### src/rtl/vec_mem_arb_pkg.sv
// Shared types and constants for the vector/scalar memory-port arbiter.
package vec_mem_arb_pkg;

  typedef enum logic [1:0] {
    ST_IDLE    = 2'd0,
    ST_GNT_CPU = 2'd1,
    ST_GNT_VEC = 2'd2
  } arb_state_e;

  localparam logic REQ_CPU = 1'b0;
  localparam logic REQ_VEC = 1'b1;

  localparam int ARB_RR     = 0;
  localparam int ARB_VECPRI = 1;

  // Width of the consecutive-vector-grant counter (MAX_VEC_RUN <= 255).
  localparam int VEC_RUN_W = 8;

endpackage

### src/rtl/vec_mem_arb_pick.sv
// Combinational winner selection between the CPU and vector requesters.
module vec_mem_arb_pick
  import vec_mem_arb_pkg::*;
#(
  parameter int MAX_VEC_RUN = 8
) (
  input  logic                 cpu_valid,
  input  logic                 vec_valid,
  input  logic                 last_winner,
  input  logic [VEC_RUN_W-1:0] vec_run,
  input  logic                 mode,
  output logic                 winner,
  output logic                 any_req
);

  localparam logic [VEC_RUN_W-1:0] MAX_RUN = VEC_RUN_W'(MAX_VEC_RUN);

  always_comb begin
    // NOTE: defaults first so no path leaves an output unassigned (no latch).
    winner  = REQ_CPU;
    any_req = cpu_valid | vec_valid;
    if (vec_valid && !cpu_valid) begin
      winner = REQ_VEC;
    end else if (cpu_valid && vec_valid) begin
      // mode=1: vector priority, capped so the CPU cannot starve.
      if (mode) winner = (vec_run < MAX_RUN) ? REQ_VEC : REQ_CPU;
      else      winner = ~last_winner;
    end
  end

endmodule

### src/rtl/vec_mem_arbiter.sv
// Shares one picorv32-style native memory port between the scalar core and
// the vector load/store unit; each grant covers exactly one valid/ready beat.
module vec_mem_arbiter
  import vec_mem_arb_pkg::*;
#(
  parameter int ARB_MODE    = ARB_RR,
  parameter int MAX_VEC_RUN = 8
) (
  input  logic        clk,
  input  logic        reset,
  input  logic        cpu_mem_valid,
  input  logic        cpu_mem_instr,
  input  logic [31:0] cpu_mem_addr,
  input  logic [31:0] cpu_mem_wdata,
  input  logic [3:0]  cpu_mem_wstrb,
  output logic        cpu_mem_ready,
  output logic [31:0] cpu_mem_rdata,
  input  logic        vec_mem_valid,
  input  logic [31:0] vec_mem_addr,
  input  logic [31:0] vec_mem_wdata,
  input  logic [3:0]  vec_mem_wstrb,
  output logic        vec_mem_ready,
  output logic [31:0] vec_mem_rdata,
  output logic        mem_valid,
  output logic        mem_instr,
  output logic [31:0] mem_addr,
  output logic [31:0] mem_wdata,
  output logic [3:0]  mem_wstrb,
  input  logic        mem_ready,
  input  logic [31:0] mem_rdata,
  output logic        grant_vec
);

  localparam logic VEC_PRIORITY = (ARB_MODE == ARB_VECPRI);

  arb_state_e           state_q, state_d;
  logic                 mem_valid_q, mem_valid_d;
  logic                 mem_instr_q, mem_instr_d;
  logic [31:0]          mem_addr_q, mem_addr_d;
  logic [31:0]          mem_wdata_q, mem_wdata_d;
  logic [3:0]           mem_wstrb_q, mem_wstrb_d;
  logic                 grant_vec_q, grant_vec_d;
  logic                 last_winner_q, last_winner_d;
  logic [VEC_RUN_W-1:0] vec_run_q, vec_run_d;
  logic                 winner;
  logic                 any_req;

  vec_mem_arb_pick #(
    .MAX_VEC_RUN(MAX_VEC_RUN)
  ) u_pick (
    .cpu_valid  (cpu_mem_valid),
    .vec_valid  (vec_mem_valid),
    .last_winner(last_winner_q),
    .vec_run    (vec_run_q),
    .mode       (VEC_PRIORITY),
    .winner     (winner),
    .any_req    (any_req)
  );

  always_comb begin
    state_d       = state_q;
    mem_valid_d   = mem_valid_q;
    mem_instr_d   = mem_instr_q;
    mem_addr_d    = mem_addr_q;
    mem_wdata_d   = mem_wdata_q;
    mem_wstrb_d   = mem_wstrb_q;
    grant_vec_d   = grant_vec_q;
    last_winner_d = last_winner_q;
    vec_run_d     = vec_run_q;
    case (state_q)
      ST_IDLE: begin
        if (any_req) begin
          mem_valid_d   = 1'b1;
          last_winner_d = winner;
          if (winner == REQ_VEC) begin
            state_d     = ST_GNT_VEC;
            mem_instr_d = 1'b0;
            mem_addr_d  = vec_mem_addr;
            mem_wdata_d = vec_mem_wdata;
            mem_wstrb_d = vec_mem_wstrb;
            grant_vec_d = 1'b1;
            // Only contested vector wins count toward the starvation cap.
            if (VEC_PRIORITY && cpu_mem_valid && (vec_run_q != '1))
              vec_run_d = vec_run_q + VEC_RUN_W'(1);
          end else begin
            state_d     = ST_GNT_CPU;
            mem_instr_d = cpu_mem_instr;
            mem_addr_d  = cpu_mem_addr;
            mem_wdata_d = cpu_mem_wdata;
            mem_wstrb_d = cpu_mem_wstrb;
            grant_vec_d = 1'b0;
            vec_run_d   = '0;
          end
        end
      end
      ST_GNT_CPU, ST_GNT_VEC: begin
        if (mem_ready) begin
          state_d     = ST_IDLE;
          mem_valid_d = 1'b0;
        end
      end
      default: state_d = ST_IDLE;
    endcase
  end

  always_ff @(posedge clk or posedge reset) begin
    if (reset) begin
      state_q       <= ST_IDLE;
      mem_valid_q   <= 1'b0;
      mem_instr_q   <= 1'b0;
      mem_addr_q    <= '0;
      mem_wdata_q   <= '0;
      mem_wstrb_q   <= '0;
      grant_vec_q   <= 1'b0;
      last_winner_q <= REQ_VEC;
      vec_run_q     <= '0;
    end else begin
      // NOTE: non-blocking so every register samples pre-edge values.
      state_q       <= state_d;
      mem_valid_q   <= mem_valid_d;
      mem_instr_q   <= mem_instr_d;
      mem_addr_q    <= mem_addr_d;
      mem_wdata_q   <= mem_wdata_d;
      mem_wstrb_q   <= mem_wstrb_d;
      grant_vec_q   <= grant_vec_d;
      last_winner_q <= last_winner_d;
      vec_run_q     <= vec_run_d;
    end
  end

  assign mem_valid     = mem_valid_q;
  assign mem_instr     = mem_instr_q;
  assign mem_addr      = mem_addr_q;
  assign mem_wdata     = mem_wdata_q;
  assign mem_wstrb     = mem_wstrb_q;
  assign grant_vec     = grant_vec_q;
  assign cpu_mem_ready = (state_q == ST_GNT_CPU) && mem_ready;
  assign vec_mem_ready = (state_q == ST_GNT_VEC) && mem_ready;
  assign cpu_mem_rdata = mem_rdata;
  assign vec_mem_rdata = mem_rdata;

endmodule

### config.mk
export PLATFORM = sky130hd
export DESIGN_NAME = vec_mem_arbiter
export DESIGN_NICKNAME = d
export VERILOG_FILES = /design/src/rtl/vec_mem_arb_pkg.sv /design/src/rtl/vec_mem_arb_pick.sv /design/src/rtl/vec_mem_arbiter.sv
export SDC_FILE = /design/constraint.sdc
export NUM_CORES = 1
export LEC_CHECK = 0
export CAP_MARGIN = 20
export CORE_AREA = 2 2 122 124
export CTS_BUF_LIST = sky130_fd_sc_hd__clkbuf_8 sky130_fd_sc_hd__clkbuf_16
export DETAILED_ROUTE_END_ITERATION = 8
export DIE_AREA = 0 0 124 126
export GPL_ROUTABILITY_DRIVEN = 0
export GPL_TIMING_DRIVEN = 0
export PLACE_DENSITY = 0.78
export SLEW_MARGIN = 25
export SYNTH_ARGS = -nofsm -noshare
export SYNTH_HDL_FRONTEND = slang
export SYNTH_SLANG_ARGS = --single-unit
### constraint.sdc
create_clock -name clk -period 2.83 [get_ports clk]
set_input_delay 0.566 -clock clk [delete_from_list [all_inputs] [get_ports clk]]
set_output_delay 0.566 -clock clk [all_outputs]
set_load 0.03 [all_outputs]
# After elaboration in Yosys (flattened, before gate mapping)
# Index checks and enable logic that the tools add are counted.
word_totals:
  regBits: 74
  latch_bits: 0
  ramBits: 0
  mem_bits_ro: 0
  in_bits: 174
  out_inout_bits: 137
  word_cells: 39
  mem_count: 0
op_classes:
  addsub: 0
  mul: 0
  div_mod_pow: 0
  n_lt_le_gt_ge: 0
  n_eq_ne: 4
  n_shift: 0
  n_mux: 14
  n_bitwise: 2
  n_reduce_logical: 11
op_table:
  columns: ["operator", "count"]
  rows:
  - ["$mux 32", 2]
  - ["$mux 1", 6]
  - ["$mux 2", 3]
  - ["$logic_and 1x1->1", 4]
  - ["$mux 4", 1]
  - ["$ne 2x2->1 const B", 2]
  - ["$pmux 2 s2", 1]
  - ["$reduce_and 2->1", 2]
  - ["$reduce_and 3->1", 1]
  - ["$eq 2x1->1 const B", 1]
  - ["$eq 2x2->1 const B", 1]
  - ["$logic_not 2->1", 1]
  - ["$pmux 1 s2", 1]
  - ["$reduce_bool 2->1", 1]
  - ["$reduce_or 2->1", 1]
  - ["$logic_not 1->1", 1]
  - ["$not 1->1", 1]
  - ["$or 1x1->1", 1]

# Logic depth before layout (Yosys ltp)
depth:
  depth_word: 6
  depth_mapped: 9
  depth_no_buf: 5

# Modules after synthesis
# Synthesis repeated with hierarchy kept, for this count alone.
unflattened:
  hier_cells: 402
  hier_area_um2: 4000.1
modules_own_cells:
  columns: ["mod", "n_inst", "cells_per_inst", "area_each_um2"]
  rows:
  - ["vec_mem_arbiter", 1, 397, 3962.6]
  - ["vec_mem_arb_pick", 1, 5, 37.5]

# Worst setup path after synthesis
# OpenSTA, ideal clock, no wires.
synth_path:
  kind: "input-to-reg"
  from: "in cpu_mem_valid"
  to: "reg mem_wdata_q[10] (netlist: mem_wdata[10])"
  arrival_time_ns: 1.432
  required_time_ns: 2.708
  path_slack_ns: 1.276
  cell_stages: 7
  cell_sequence: "buf_2 o21a_1 buf_2 buf_4 buf_4 nor2_1 a21oi_1"
synth_via:
  elab_chain_cells: 4
  word_cells_on_any_way: 8
  classes_between: "3 x mux; 1 x bitwise; 4 x reduce/logical"
synth_lines:
  columns: ["item", "line", "rtl"]
  rows:
  - ["from (decl)", "vec_mem_arbiter.sv:11", "input logic cpu_mem_valid,"]
  - ["$logic_and 1x1->1 / $logic_not 1->1 (equally long branches)", "vec_mem_arb_pick.sv:24, vec_mem_arb_pick.sv:22", null]
  - ["$mux 1 / $logic_and 1x1->1 (equally long branches)", "vec_mem_arb_pick.sv:24, vec_mem_arb_pick.sv:22", null]
  - ["$mux 1", "vec_mem_arb_pick.sv:22", "if (vec_valid && !cpu_valid) begin"]
  - ["$mux 32", "vec_mem_arbiter.sv:75", "if (winner == REQ_VEC) begin"]
  - ["to (signal assigned)", "vec_mem_arbiter.sv:123", "mem_wdata_q <= mem_wdata_d;"]
  - ["to (decl)", "vec_mem_arbiter.sv:40", "logic [31:0] mem_wdata_q, mem_wdata_d;"]
# Parallel ways exist; a longest one is shown, timed or not.
# A chain may end at the register's enable or synchronous reset.

# Worst setup path in the final report
layout_path:
  from: "in mem_ready"
  to: "out cpu_mem_ready"
layout_via:
  elab_chain_cells: 1
layout_lines:
  columns: ["item", "line", "rtl"]
  rows:
  - ["from (decl)", "vec_mem_arbiter.sv:29", "input logic mem_ready,"]
  - ["$logic_and 1x1->1", "vec_mem_arbiter.sv:137", "assign cpu_mem_ready = (state_q == ST_GNT_CPU) && mem_ready;"]
  - ["to (decl)", "vec_mem_arbiter.sv:16", "output logic cpu_mem_ready,"]
# Every way passes these cells.

==> flow_summary.json <==
{
  "status": "finished clean",
  "portBuffers": 277,
  "ys_types": 24,
  "leakage_nw": 3.128,
  "drt_first_pass_iters": 4,
  "skew_ns": 0.005715,
  "drtIter0Drc": 137,
  "num_antenna_cells": 0,
  "setup_tns_ns": 0,
  "p_per_area_nw_per_um2": 1006,
  "rows": 44,
  "cts.clk_slew.worst_paths_ns": 0.06,
  "grt_max_degree": 42,
  "fmax_mhz": 399.1,
  "final_util_pct": 50.51,
  "detail_route.vias_per_cell": 4.453,
  "slew_viol_final": 0,
  "antenna_found_initial": 0,
  "setup_viol": 0,
  "drc": 0,
  "dp_hpwl_um": 11470,
  "ir_worst_vdd_uv": 437.1,
  "max_cap_violations": 0,
  "power.internal_mw": 4.085,
  "start_kind": "input port",
  "die_x_um": 124,
  "rsz0062_at_grt": "false",
  "cts.sinks": 74,
  "cts.htree.levels": 3,
  "yosysTopAreaCellShare_pct": 47.01,
  "total_power_mw": 7.275,
  "grt_pass1_vias": 4463,
  "synthTopCellsByArea": "dfrtp_1 47%, a21oi_1 18%, buf_4 13%",
  "min_path_type": "reg2reg",
  "cts_hold_buf": 0,
  "cp.arrival_ns": 1.94,
  "required_ns": 2.26,
  "clkPwrFrac_pct": 16.6,
  "end_kind": "output pin",
  "yosys_warnings": 0,
  "combinationalPowerShare_pct": 57.2,
  "worstMarginPinSlew_ns": 0.5357,
  "multi_input_area_sq_um": 1378,
  "swShare_pct": 43.86,
  "ant_nets": 0,
  "vias": 4230,
  "post_cts_buffers": 0,
  "yosysTopAreaCell": "dfrtp_1",
  "whs_ns": 0.4711,
  "core_sq_um": 14310,
  "slew_headroom_pct": 64.29,
  "nets": 938,
  "regArea_sq_um": 1853,
  "area_growth_pct": 86.03,
  "ioPinCount": 311,
  "min_period_ns": 2.505,
  "clock_latency_ns": 0.33,
  "fillCellCount": 1393,
  "cts_resized": 0,
  "ys_seq_area_share_pct": 47.68,
  "dieArea_sq_um": 15620,
  "grt_use_total_pct": 18.93,
  "drive_gt1_share_pct": 14.10,
  "syn_area_sq_um": 3886,
  "worstPathMaxFanout": 5,
  "die_h_um": 126,
  "syn_avg_cell_area_sq_um": 8.234,
  "gr-total-overflow": 0,
  "ys_seq_elements": 74,
  "finalCritPeriodShare_pct": 88.53,
  "hold_viol": 0,
  "p_switching_mw": 3.191,
  "path_class": "in2out",
  "p_seq_share_pct": 26.2,
  "wl_um": 14850,
  "cts_made_buffers": 9,
  "clockBufferDepth": 2,
  "wire_per_inst_um": 15.63,
  "synth_nets": 649,
  "grt_pass1_wl_um": 22600,
  "start_util_pct": 27.15,
  "tritoncts": "built",
  "cts_root_buf": "clkbuf_16",
  "synth_cells": 472
}
layout by cell type (no fill, tap or decap), types with 2 or more instances in the layout:
| cell type | instances |
|---|---|
| clkbuf_1 | 8 |
| a22o_1 | 2 |
| buf_2 | 20 |
| ha_1 | 3 |
| and2_1 | 2 |
| nor2_1 | 69 |
| buf_4 | 67 |
| a21oi_1 | 139 |
| nand2_1 | 73 |
| clkbuf_16 | 9 |
| clkbuf_8 | 4 |
| clkdlybuf4s50_1 | 277 |
| inv_1 | 4 |
| dfrtp_1 | 73 |
state kept, by name, indices dropped and copies added, names as in the netlist:
signal and cells:
mem_instr 1, grant_vec 1, last_winner_q 1, state_q 2
mem_wstrb 4, mem_wdata 32, mem_addr 32, mem_valid 1
stage by stage:
step,area [sq um],instances,setup WS (ns)
CTS,7229,950,0.3195
floorplan,3886,472,0.3840
global route,7229,950,0.2820
global placement,6889,933,-0.9949
finish,7229,950,0.3246
detailed placement,6912,934,0.3255
synth_stat cells:
cell      instances
a21bo_2           1
a21boi_2          1
a21oi_1         139
a22o_1            2
a31oi_1           1
and2_1            2
buf_2            20
buf_4            67
buf_6             1
clkbuf_1          8
dfrtp_1          73
dfstp_2           1
ha_1              3
inv_1             3
nand2_1          73
nand2b_1          1
nand3_1           1
nor2_1           69
nor2b_1           1
o21a_1            1
o21ai_0           1
o21ai_2           1
o22ai_1           1
o311ai_0          1
path summary, 6_finish.rpt:
check / from / to / slack, ns / depth (start not counted)
min in group asynchronous: reset / mem_wdata[27]$_DFFE_PP0P_ / 0.59 / 2
hold reg to reg: mem_instr$_DFFE_PP0P_ / mem_instr$_DFFE_PP0P_ / 0.47 / 2
hold / removal: mem_instr$_DFFE_PP0P_ / mem_instr$_DFFE_PP0P_ / 0.47 / 2
max in group asynchronous: reset / mem_wstrb[3]$_DFFE_PP0P_ / 1.65 / 3
setup reg to reg: state_q[1]$_DFFE_PP0P_ / mem_addr[9]$_DFFE_PP0P_ / 0.95 / 8
setup / recovery: mem_ready / cpu_mem_ready / 0.32 / 3
power by group through the flow:
stage / clock network, mW / registers, mW / logic [mW]
6_report: 1.21 / 1.90 / 4.16
5_1_grt: 1.28 / 1.97 / 4.51
4_1_cts: 1.24 / 1.91 / 4.22
3_5_place_dp: 0 / 1.92 / 4.21
3_3_place_gp: 0 / 1.89 / 4.15
2_1_floorplan: 0 / 2.91 / 1.37
worst max-delay path, cell delays in order:
cell             delay [ns]
clkdlybuf4s50_1        0.55
and2_1                 0.15
clkdlybuf4s50_1        0.67
cell families (layout without fill, tap and decap cells):
logic type / count (synthesis) / count (layout) / synth area share [%]
AO/OA/AOI/OAI: 149 / 149 / 19.99
AND/OR/NAND/NOR: 147 / 147 / 14.49
buffers and inverters: 99 / 393 / 16.87
flip-flops: 74 / 74 / 47.68
adder cells (fa/ha/maj): 3 / 3 / 0.9660
layout make-up:
class / count / area share [%]
buffer: 96 / 8.913
clock buffer: 13 / 3.877
clock inverter: 3 / 0.5192
inverter: 3 / 0.1904
multi-input combinational: 299 / 19.06
sequential: 74 / 25.63
tap: 184 / 3.184
timing repair buffer: 278 / 38.63
metal layers:
| layer | global-route usage (%) | wire length (um) | vias to the layer above |
|---|---|---|---|
| li1 | - | - | 2072 |
| met1 | 19.83 | 5484 | 1957 |
| met2 | 35.97 | 7862 | 186 |
| met3 | 5.254 | 1301 | 15 |
| met4 | 5.750 | 200 | 0 |
| met5 | 0 | 0 | - |
(Power assumes the default switching activity.)
